File: config.mk
export PLATFORM = sky130hd
export DESIGN_NAME = window_mac_flat
export DESIGN_NICKNAME = d
export VERILOG_FILES = /design/src/rtl/window_mac_pkg.sv /design/src/rtl/window_mac_if.sv /design/src/rtl/window_mac_mac_lane.sv /design/src/rtl/window_mac.sv /design/src/flat_wrapper.sv
export SDC_FILE = /design/constraint.sdc
export NUM_CORES = 2
export LEC_CHECK = 0
export BUFFER_PORTS_ARGS = -buffer_cell sky130_fd_sc_hd__buf_2
export CELL_PAD_IN_SITES_DETAIL_PLACEMENT = 0
export CELL_PAD_IN_SITES_GLOBAL_PLACEMENT = 1
export CORE_MARGIN = 5
export CORE_UTILIZATION = 49
export DETAILED_ROUTE_END_ITERATION = 6
export GPL_ROUTABILITY_DRIVEN = 0
export GPL_TIMING_DRIVEN = 1
export PLACE_DENSITY = 0.8
export SYNTH_ARGS = -nofsm -noshare
export SYNTH_HDL_FRONTEND = slang
export SYNTH_SLANG_ARGS = --single-unit
File: constraint.sdc
create_clock -name clk -period 13.3 [get_ports clk]
set_clock_uncertainty 0.05 [all_clocks]
set_input_delay 1.995 -clock clk [delete_from_list [all_inputs] [get_ports clk]]
set_output_delay 1.995 -clock clk [all_outputs]
set_load 0.005 [all_outputs]
File: src/rtl/window_mac_pkg.sv
// Shared types and width helpers for the window MAC and its upstream memory stage.
package window_mac_pkg;

  typedef enum logic [1:0] {
    StIdle,
    StAccum,
    StHold
  } state_e;

  localparam int unsigned DefImageWidth = 8;

  // Width of kernel_dim for a given image row length.
  function automatic int unsigned kdim_width(int unsigned image_width);
    return (image_width > 1) ? $clog2(image_width) : 1;
  endfunction

  // Width of a tap index / weight-store address (store holds image_width^2 entries).
  function automatic int unsigned tap_width(int unsigned image_width);
    return (image_width > 1) ? $clog2(image_width * image_width) : 1;
  endfunction

  localparam int unsigned DefKdimWidth = kdim_width(DefImageWidth);
  localparam int unsigned DefTapWidth  = tap_width(DefImageWidth);

endpackage

File: src/rtl/window_mac_if.sv
// Control, weight-load, pixel-stream and result handshake signals of the window MAC.
interface window_mac_if #(
  parameter int unsigned DATA_WIDTH  = 16,
  parameter int unsigned IMAGE_WIDTH = 8,
  parameter int unsigned NUM_UNITS   = 2,
  parameter int unsigned ACC_WIDTH   = 40
);
  import window_mac_pkg::*;

  localparam int unsigned KW = kdim_width(IMAGE_WIDTH);
  localparam int unsigned TW = tap_width(IMAGE_WIDTH);

  logic                                  start;
  logic [KW-1:0]                         kernel_dim;
  logic                                  w_we;
  logic [TW-1:0]                         w_addr;
  logic [DATA_WIDTH-1:0]                 w_data;
  logic                                  in_valid;
  logic [NUM_UNITS-1:0][DATA_WIDTH-1:0]  in_data;
  logic                                  step;
  logic                                  out_valid;
  logic                                  out_ready;
  logic [NUM_UNITS-1:0][ACC_WIDTH-1:0]   out_data;
  logic                                  busy;
  logic                                  done;

  modport master (
    output start, kernel_dim, w_we, w_addr, w_data, in_valid, in_data, out_ready,
    input  step, out_valid, out_data, busy, done
  );

  modport slave (
    input  start, kernel_dim, w_we, w_addr, w_data, in_valid, in_data, out_ready,
    output step, out_valid, out_data, busy, done
  );

endinterface

File: src/rtl/window_mac_mac_lane.sv
// One lane's signed multiply-accumulate with synchronous clear; wraps modulo 2^ACC_WIDTH.
module mac_lane #(
  parameter int unsigned DATA_WIDTH = 16,
  parameter int unsigned ACC_WIDTH  = 40
) (
  input  logic                  clk,
  input  logic                  reset,
  input  logic                  clear_i,
  input  logic                  en_i,
  input  logic [DATA_WIDTH-1:0] pixel_i,
  input  logic [DATA_WIDTH-1:0] weight_i,
  output logic [ACC_WIDTH-1:0]  acc_o
);

  localparam int unsigned ProdW = 2 * DATA_WIDTH;
  localparam int unsigned ExtW  = (ProdW > ACC_WIDTH) ? ProdW : ACC_WIDTH;

  logic signed [ProdW-1:0] prod;
  logic signed [ExtW-1:0]  prod_ext;
  logic [ExtW-1:0]         sum;
  logic [ACC_WIDTH-1:0]    acc_q, acc_d;

  // Full-precision signed product, sign-extended before the wrapping add.
  always_comb begin
    prod     = $signed(pixel_i) * $signed(weight_i);
    prod_ext = ExtW'(prod);
    sum      = ExtW'(acc_q) + prod_ext;
    acc_d    = acc_q;
    if (clear_i) begin
      acc_d = '0;
    end else if (en_i) begin
      acc_d = sum[ACC_WIDTH-1:0];
    end
  end

  // Accumulator register.
  always_ff @(posedge clk or posedge reset) begin
    if (reset) begin
      acc_q <= '0;
    end else begin
      acc_q <= acc_d;
    end
  end

  assign acc_o = acc_q;

endmodule

File: src/rtl/window_mac.sv
// Window multiply-accumulate: streams K*K pixels per lane against a row-major weight store
// and presents one accumulated result per lane through a valid/ready handshake.
module window_mac
  import window_mac_pkg::*;
#(
  parameter int unsigned DATA_WIDTH  = 16,
  parameter int unsigned IMAGE_WIDTH = 8,
  parameter int unsigned NUM_UNITS   = 2,
  parameter int unsigned ACC_WIDTH   = 40
) (
  input  logic       clk,
  input  logic       reset,
  window_mac_if.slave bus
);

  localparam int unsigned KW    = kdim_width(IMAGE_WIDTH);
  localparam int unsigned TW    = tap_width(IMAGE_WIDTH);
  localparam int unsigned Depth = IMAGE_WIDTH * IMAGE_WIDTH;

  state_e                              state_q, state_d;
  logic [KW-1:0]                       kdim_q, kdim_d;
  logic [TW-1:0]                       tap_q, tap_d;
  logic                                done_q, done_d;
  logic [TW-1:0]                       last_tap;
  logic                                start_ok, clear, beat, last_beat, xfer;
  logic [DATA_WIDTH-1:0]               w_mem [Depth];
  logic [DATA_WIDTH-1:0]               cur_w;
  logic [NUM_UNITS-1:0][ACC_WIDTH-1:0] acc;

  // A zero-sized kernel is not a legal request and is ignored.
  assign start_ok  = bus.start && (bus.kernel_dim != '0);
  assign clear     = (state_q == StIdle) && start_ok;
  assign beat      = (state_q == StAccum) && bus.in_valid;
  assign last_tap  = TW'(kdim_q) * TW'(kdim_q) - TW'(1);
  assign last_beat = beat && (tap_q == last_tap);
  assign xfer      = (state_q == StHold) && bus.out_ready;
  assign cur_w     = w_mem[tap_q];

  // State, kernel size, tap counter and completion pulse registers.
  always_ff @(posedge clk or posedge reset) begin
    if (reset) begin
      state_q <= StIdle;
      kdim_q  <= '0;
      tap_q   <= '0;
      done_q  <= 1'b0;
    end else begin
      state_q <= state_d;
      kdim_q  <= kdim_d;
      tap_q   <= tap_d;
      done_q  <= done_d;
    end
  end

  // Next-state logic.
  always_comb begin
    state_d = state_q;
    unique case (state_q)
      StIdle:  if (start_ok)  state_d = StAccum;
      StAccum: if (last_beat) state_d = StHold;
      StHold:  if (xfer)      state_d = StIdle;
      default:                state_d = StIdle;
    endcase
  end

  // Kernel latch, tap advance and done generation.
  always_comb begin
    kdim_d = kdim_q;
    tap_d  = tap_q;
    done_d = xfer;
    if (clear) begin
      kdim_d = bus.kernel_dim;
      tap_d  = '0;
    end else if (beat) begin
      tap_d = tap_q + TW'(1);
    end
  end

  // Outputs decoded from state; the result is the live accumulator, frozen in HOLD.
  always_comb begin
    bus.step      = (state_q == StAccum);
    bus.busy      = (state_q != StIdle);
    bus.out_valid = (state_q == StHold);
    bus.done      = done_q;
    bus.out_data  = acc;
  end

  // Weight store: writable only while idle, deliberately not reset.
  always_ff @(posedge clk) begin
    if (bus.w_we && (state_q == StIdle)) begin
      w_mem[bus.w_addr] <= bus.w_data;
    end
  end

  for (genvar i = 0; i < NUM_UNITS; i++) begin : g_lane
    mac_lane #(
      .DATA_WIDTH(DATA_WIDTH),
      .ACC_WIDTH (ACC_WIDTH)
    ) u_lane (
      .clk     (clk),
      .reset   (reset),
      .clear_i (clear),
      .en_i    (beat),
      .pixel_i (bus.in_data[i]),
      .weight_i(cur_w),
      .acc_o   (acc[i])
    );
  end

endmodule

File: src/flat_wrapper.sv
// flat-port wrapper written by rule: the top's interface ports become plain ports
module window_mac_flat import window_mac_pkg::*;
#(
  parameter int unsigned DATA_WIDTH  = 16,
  parameter int unsigned IMAGE_WIDTH = 8,
  parameter int unsigned NUM_UNITS   = 2,
  parameter int unsigned ACC_WIDTH   = 40
)
  (clk, reset, bus_start, bus_kernel_dim, bus_w_we, bus_w_addr, bus_w_data, bus_in_valid, bus_in_data, bus_out_ready, bus_step, bus_out_valid, bus_out_data, bus_busy, bus_done);
  window_mac_if #(.DATA_WIDTH(DATA_WIDTH), .IMAGE_WIDTH(IMAGE_WIDTH), .NUM_UNITS(NUM_UNITS), .ACC_WIDTH(ACC_WIDTH)) bus_i ();
  input  logic clk;
  input  logic reset;
  input wire logic [$bits(bus_i.start)-1:0] bus_start;
  input wire logic [$bits(bus_i.kernel_dim)-1:0] bus_kernel_dim;
  input wire logic [$bits(bus_i.w_we)-1:0] bus_w_we;
  input wire logic [$bits(bus_i.w_addr)-1:0] bus_w_addr;
  input wire logic [$bits(bus_i.w_data)-1:0] bus_w_data;
  input wire logic [$bits(bus_i.in_valid)-1:0] bus_in_valid;
  input wire logic [$bits(bus_i.in_data)-1:0] bus_in_data;
  input wire logic [$bits(bus_i.out_ready)-1:0] bus_out_ready;
  output wire logic [$bits(bus_i.step)-1:0] bus_step;
  output wire logic [$bits(bus_i.out_valid)-1:0] bus_out_valid;
  output wire logic [$bits(bus_i.out_data)-1:0] bus_out_data;
  output wire logic [$bits(bus_i.busy)-1:0] bus_busy;
  output wire logic [$bits(bus_i.done)-1:0] bus_done;
  assign bus_i.start = bus_start;
  assign bus_i.kernel_dim = bus_kernel_dim;
  assign bus_i.w_we = bus_w_we;
  assign bus_i.w_addr = bus_w_addr;
  assign bus_i.w_data = bus_w_data;
  assign bus_i.in_valid = bus_in_valid;
  assign bus_i.in_data = bus_in_data;
  assign bus_i.out_ready = bus_out_ready;
  assign bus_step = bus_i.step;
  assign bus_out_valid = bus_i.out_valid;
  assign bus_out_data = bus_i.out_data;
  assign bus_busy = bus_i.busy;
  assign bus_done = bus_i.done;
  window_mac #(.DATA_WIDTH(DATA_WIDTH), .IMAGE_WIDTH(IMAGE_WIDTH), .NUM_UNITS(NUM_UNITS), .ACC_WIDTH(ACC_WIDTH)) u_core (.clk(clk), .reset(reset), .bus(bus_i));
endmodule
**Word-level counts from Yosys, hierarchy flattened**

Memories as Yosys holds them, arrays and structs flattened.
Index checks and enable logic that the tools add are counted.

- Multipliers: 3
- Muxes and demuxes: 12
- $add $sub $neg: 4
- Reductions and logical operators: 11
- Equality and inequality tests: 6

Operator list:

| operator | count |
|---|---|
| 40-bit 2-to-1 mux | 4 |
| 40-bit adder | 2 |
| 16-bit by 16-bit multiplier with 32-bit output | 2 |
| 6-bit 2-to-1 mux | 2 |
| 6-bit by 1-bit adder with 6-bit output (second input constant) | 1 |
| 6-bit == test | 1 |
| 1-bit logical AND | 6 |
| 3-bit by 3-bit multiplier with 6-bit output | 1 |
| 2-bit 2-to-1 mux | 3 |
| 2-bit by 1-bit inequality test with 1-bit output (second input constant) | 3 |
| 2-bit case mux with 3 select lines | 1 |
| 6-bit by 1-bit subtractor with 6-bit output (second input constant) | 1 |
| 2-bit nonzero test | 2 |
| 3-bit AND reduction | 1 |
| 3-bit nonzero test | 1 |
| 2-bit by 1-bit == test with 1-bit output (second input constant) | 1 |
| 2-bit == test (second input constant) | 1 |
| 2-bit zero test | 1 |
| 1-bit 2-to-1 mux | 2 |

- Memory bits (writable): 1024
- Output and inout port bits: 84
- Memories kept: 1
- Input port bits: 63
- Word-level logic and storage cells: 43
- Register bits after elaboration: 92

Memory list:

| name | words | bits a word | rd ports | clocked after Yosys merged registers in | write ports | RTL line | text |
|---|---|---|---|---|---|---|---|
| u_core.w_mem | 64 | 16 | 1 | 0 | 1 | window_mac.sv:26 | `logic [DATA_WIDTH-1:0] w_mem [Depth];` |

**Logic depth before layout (Yosys ltp)**

- Depth in word-level cells: 6
- Depth in mapped cells: 42
- Depth with buffers taken out: 38

**Modules after synthesis**

A second synthesis with hierarchy kept.

- Cells, all modules: 4854
- Area total of the unflattened synthesis: 66712.7 µm²

Modules (own cells, without submodules):

| module | area each (µm²) | times used | cells each | seq. area each (µm²) |
|---|---|---|---|---|
| window_mac | 39805.7 | 1 | 1819 | 31049.8 |
| mac_lane at u_core.g_lane[0].u_lane | 13454.2 | 1 | 1520 | 1001.0 |
| mac_lane at u_core.g_lane[1].u_lane | 13452.9 | 1 | 1515 | 1001.0 |

**Least setup slack after synthesis**

Ideal clock, no wire load.

- Path type: flip-flop to flip-flop
- Start point: register u_core.tap_q[1]
- End point: register u_core.g_lane[1].u_lane.acc_q[39]
- Data required time: 13.123 ns
- Path buffers: 4
- Cell stages (with the launch flop): 40
- Setup time: 0.127 ns
- Data arrival time: 10.110 ns
- Period minus slack after synthesis: 10.287 ns
- Slack: 3.013 ns
- Path through: dfrtp_1 -> clkbuf_1 -> clkbuf_1 -> clkbuf_1 -> mux4_2 -> mux4_2 -> mux4_2 -> clkbuf_1 -> and2_1 -> fa_1 -> inv_1 -> fa_1 -> fa_1 -> fa_1 -> inv_1 -> fa_1 -> inv_1 -> fa_1 -> [... 4 more ...] -> nor3b_1 -> o21ai_0 -> a211o_1 -> o211ai_1 -> a31o_2 -> a21oi_1 -> xnor2_1 -> ha_1 -> and4_1 -> or3_1 -> o22ai_1 -> o32ai_1 -> nor4b_1 -> o21ai_0 -> o41ai_1 -> nand2b_1 -> o211a_1 -> o21ai_0

- Cells in the longest elaborated chain, start to end: 5

RTL lines:

| item | RTL line | text |
|---|---|---|
| start, declared | window_mac.sv:22 | `logic [TW-1:0] tap_q, tap_d;` |
| start signal, assigned | window_mac.sv:49 | `tap_q <= tap_d;` |
| memory 64 x 16 bit | n/a |  |
| 16-bit by 16-bit multiplier with 32-bit output | window_mac_mac_lane.sv:25 | `prod = $signed(pixel_i) * $signed(weight_i);` |
| 40-bit adder | window_mac_mac_lane.sv:27 | `sum = ExtW'(acc_q) + prod_ext;` |
| 40-bit 2-to-1 mux | window_mac_mac_lane.sv:31 | `end else if (en_i) begin` |
| 40-bit 2-to-1 mux | window_mac_mac_lane.sv:29 | `if (clear_i) begin` |
| end signal, assigned | window_mac_mac_lane.sv:39 | `acc_q <= '0;` |
| end signal, assigned | window_mac_mac_lane.sv:41 | `acc_q <= acc_d;` |
| end, declared | window_mac_mac_lane.sv:21 | `logic [ACC_WIDTH-1:0] acc_q, acc_d;` |

No other way between the ends. The select of a mux whose other input is x is not followed.
A chain may end at the register's enable or synchronous reset.

**Worst setup path after layout**

- Start point: register u_core.tap_q[1]
- End point: register u_core.g_lane[1].u_lane.acc_q[36]

The elaborated chain is that of the path after synthesis.

==> flow_summary_export.csv <==
group,metric,value,unit
cts,post_cts_buffers,0,
timing,post-route-min-period,11870,ps
timing,max_freq,84.3,MHz
route,wirelength,172000,um
synth,yosysSeqAreaShare,0.498,
worst_setup_path,crit_path_start_kind,"register",
cells_and_area,final_cell_mix,"1,024 x edfxtp_1, 627 x inv_1, 526 x fa_1",
cells_and_area,finish.net_count,5636,
worst_setup_path,cp_top_family,"adder cells",
worst_setup_path,r2r_slack,1430,ps
synth,ys_ff_latch,1116,
cells_and_area,mostFrequentLayoutCell,"edfxtp_1",
timing,finalSetupTns,0,ps
timing,grt_setup_unrepaired,"false",
worst_setup_path,cp_common_cell,"fa_1",
synth,synth_edf_count,1024,
cts,cts_buffers,108,
route,antenna_left,0,
worst_setup_path,cp-startpoint,"u_core.tap_q[1]$_DFFE_PP0P_",
cells_and_area,drive_gt1_frac,0.159,
route,route.vias.total,38829,
worst_setup_path,required,13850,ps
synth,synth_fp_nets,5463,
worst_setup_path,crit_end,"u_core.g_lane[1].u_lane.acc_o[36]$_DFFE_PP0P_",
worst_setup_path,cp_max_fo,41,
placed_design,hpwlAfterDp,112000,um
synth,synth_cell_type_count,72,
worst_setup_path,critical_path_buf_inv_count,8,
timing,slew_violations,0,
die,die_x,378,um
die,ioPinCount,147,
timing,slew_headroom,0.116,
cts,htree_num_levels,3,
synth,syn_inst,4625,
worst_setup_path,cp_slowest_cell,"dfrtp_4",
timing,finalHoldViolCount,0,
route,drtIter0Drc,3441,
route,met2_length,86200,um
global_routing,grt_pass1_wl,258000,um
die,die_h,378,um
cells_and_area,syn_to_final_growth,10.2,%
worst_setup_path,reg2reg_depth,38,
route,met1_length,66600,um
worst_setup_path,critical_path.endpoint_type,"register",
global_routing,grt_pass1_vias,40687,
min_path,hold_path.class,"register to register",
global_routing,antenna_found_initial,20,
synth,ys.flop_type,"edfxtp_1",
worst_setup_path,max_stage_delay,870,ps
cts,clock_latency,770,ps
flow_run,maxCapViolCount,0,
die,dieArea,0.143,mm2
route,drt-wirelength-per-cell,25.8,um
cts,cts_buffer_depth,3,
worst_setup_path,path_class,"register to register",
global_routing,grt_overflow,0,
synth,syn_area,0.0664,mm2
worst_setup_path,cp.depth,38,
synth,ys_warn_count,0,
die,coreArea,0.135,mm2
synth,avgSynthCellArea,14.3,um2
placed_design,io_buffers,146,
timing,report.final.setup_viol,0,
cts,ctsResizeCount,0,
timing,fin_crit_sh,0.892,
cells_and_area,fin_util,0.542,
timing,worst_slew_pin_slew,1330,ps
cts,cts_hold_buf,0,
cts,path_clk_slew,60,ps
worst_setup_path,cp.arrival,12420,ps
route,drc_errors,0,
die,start_util,0.492,
route,wl_met3,12700,um
cts,root_buffer,"clkbuf_16",
cts,cts.sinks,1116,
global_routing,grt_max_degree,101,
die,fp-row-count,135,
route,firstDrtPassIters,5,
synth,synthArstFlopShare,0.0824,
global_routing,grt.total_usage,0.244,
cts,cts_tree,"built",
route,via_per_inst,5.81,
worst_setup_path,r2r_end,"u_core.g_lane[1].u_lane.acc_o[36]$_DFFE_PP0P_",
route,dr.max_layer_used,"met5",
worst_setup_path,r2r-start,"u_core.tap_q[1]$_DFFE_PP0P_",
status,status,"completed",
worst min-delay path by stage:
stage | start | cells past startpoint | to
3_3_place_gp | u_core.g_lane[0].u_lane.acc_o[8]$_DFFE_PP0P_ | 2 | u_core.g_lane[0].u_lane.acc_o[8]$_DFFE_PP0P_
4_1_cts | u_core.g_lane[1].u_lane.acc_o[35]$_DFFE_PP0P_ | 2 | u_core.g_lane[1].u_lane.acc_o[35]$_DFFE_PP0P_
3_5_place_dp | u_core.g_lane[1].u_lane.acc_o[35]$_DFFE_PP0P_ | 2 | u_core.g_lane[1].u_lane.acc_o[35]$_DFFE_PP0P_
6_report | u_core.g_lane[0].u_lane.acc_o[8]$_DFFE_PP0P_ | 2 | u_core.g_lane[0].u_lane.acc_o[8]$_DFFE_PP0P_
2_1_floorplan | u_core.g_lane[0].u_lane.acc_o[11]$_DFFE_PP0P_ | 2 | u_core.g_lane[0].u_lane.acc_o[11]$_DFFE_PP0P_
5_1_grt | u_core.g_lane[1].u_lane.acc_o[35]$_DFFE_PP0P_ | 2 | u_core.g_lane[1].u_lane.acc_o[35]$_DFFE_PP0P_
kinds of logic after synthesis:
logic type,after synthesis,synth area share
flip-flops,1116,0.498
AND/OR/NAND/NOR,1004,0.0743
buffers and inverters,823,0.0481
adder cells (fa/ha/maj),775,0.206
AO/OA/AOI/OAI,438,0.0422
multiplexers,343,0.115
XOR/XNOR,126,0.0166
worst register-to-register path, delay by kind of cell (launching register included):
family                     cells  cell delay, ps
and+or+nand+nor                6            1350
DFF                            1             870
AOI/OAI and AO/OA             12            2520
buffers and inverters          8            1550
adders and majority gates      8            3430
muxes                          3            1730
xor gates and xnor gates       1             300
cell usage after synthesis (82+ instances only):
master	instances	area, um2
mux4_2	335	7540
o21ai_0	122	611
inv_1	628	2360
a21oi_1	102	510
clkbuf_1	131	492
fa_1	526	10500
dfrtp_1	92	2300
xnor2_1	82	718
edfxtp_1	1024	30700
ha_1	249	3120
nor2_1	193	724
and2_1	289	1810
nand2_1	316	1190
per-stage QoR:
| step | area, um2 | worst slack [ps] | cells | hold slack, ps |
|---|---|---|---|---|
| final | 73100 | 1430 | 6684 | 467 |
| after CTS | 73100 | 1490 | 6673 | 472 |
| after global routing | 73100 | 826 | 6675 | 494 |
| after detailed placement | 69500 | 1490 | 6469 | 461 |
| after global placement | 69500 | 1530 | 6469 | 448 |
| after floorplan | 66400 | 3010 | 4625 | 450 |
metal layers:
layer / global-route usage / vias up
li1: - / 16648
met1: 0.317 / 20227
met2: 0.410 / 1632
met3: 0.0487 / 316
met4: 0.0915 / 6
met5: 0 / -
final cells by class:
type / count / area [um2]
fillers: 10786 / 61800
flip-flops and latches: 1116 / 33100
multi-input cells: 2686 / 30100
clock buffers: 136 / 2850
inverters: 628 / 2360
well taps: 1781 / 2230
repair buffers: 258 / 1680
clock inverters: 68 / 762
diodes: 11 / 27.5
flip-flops by register name, summed over array words and instances, names as in the netlist:
signal / cells
u_core.w_mem: 1024
u_core.kdim_q: 3
u_core.tap_q: 6
u_core.g_lane.u_lane.acc_o: 80
u_core.state_q: 2
u_core.bus.done: 1
Power is not shown: default switching activity piles up to over one toggle a cycle in this logic, so the estimate is an artifact.
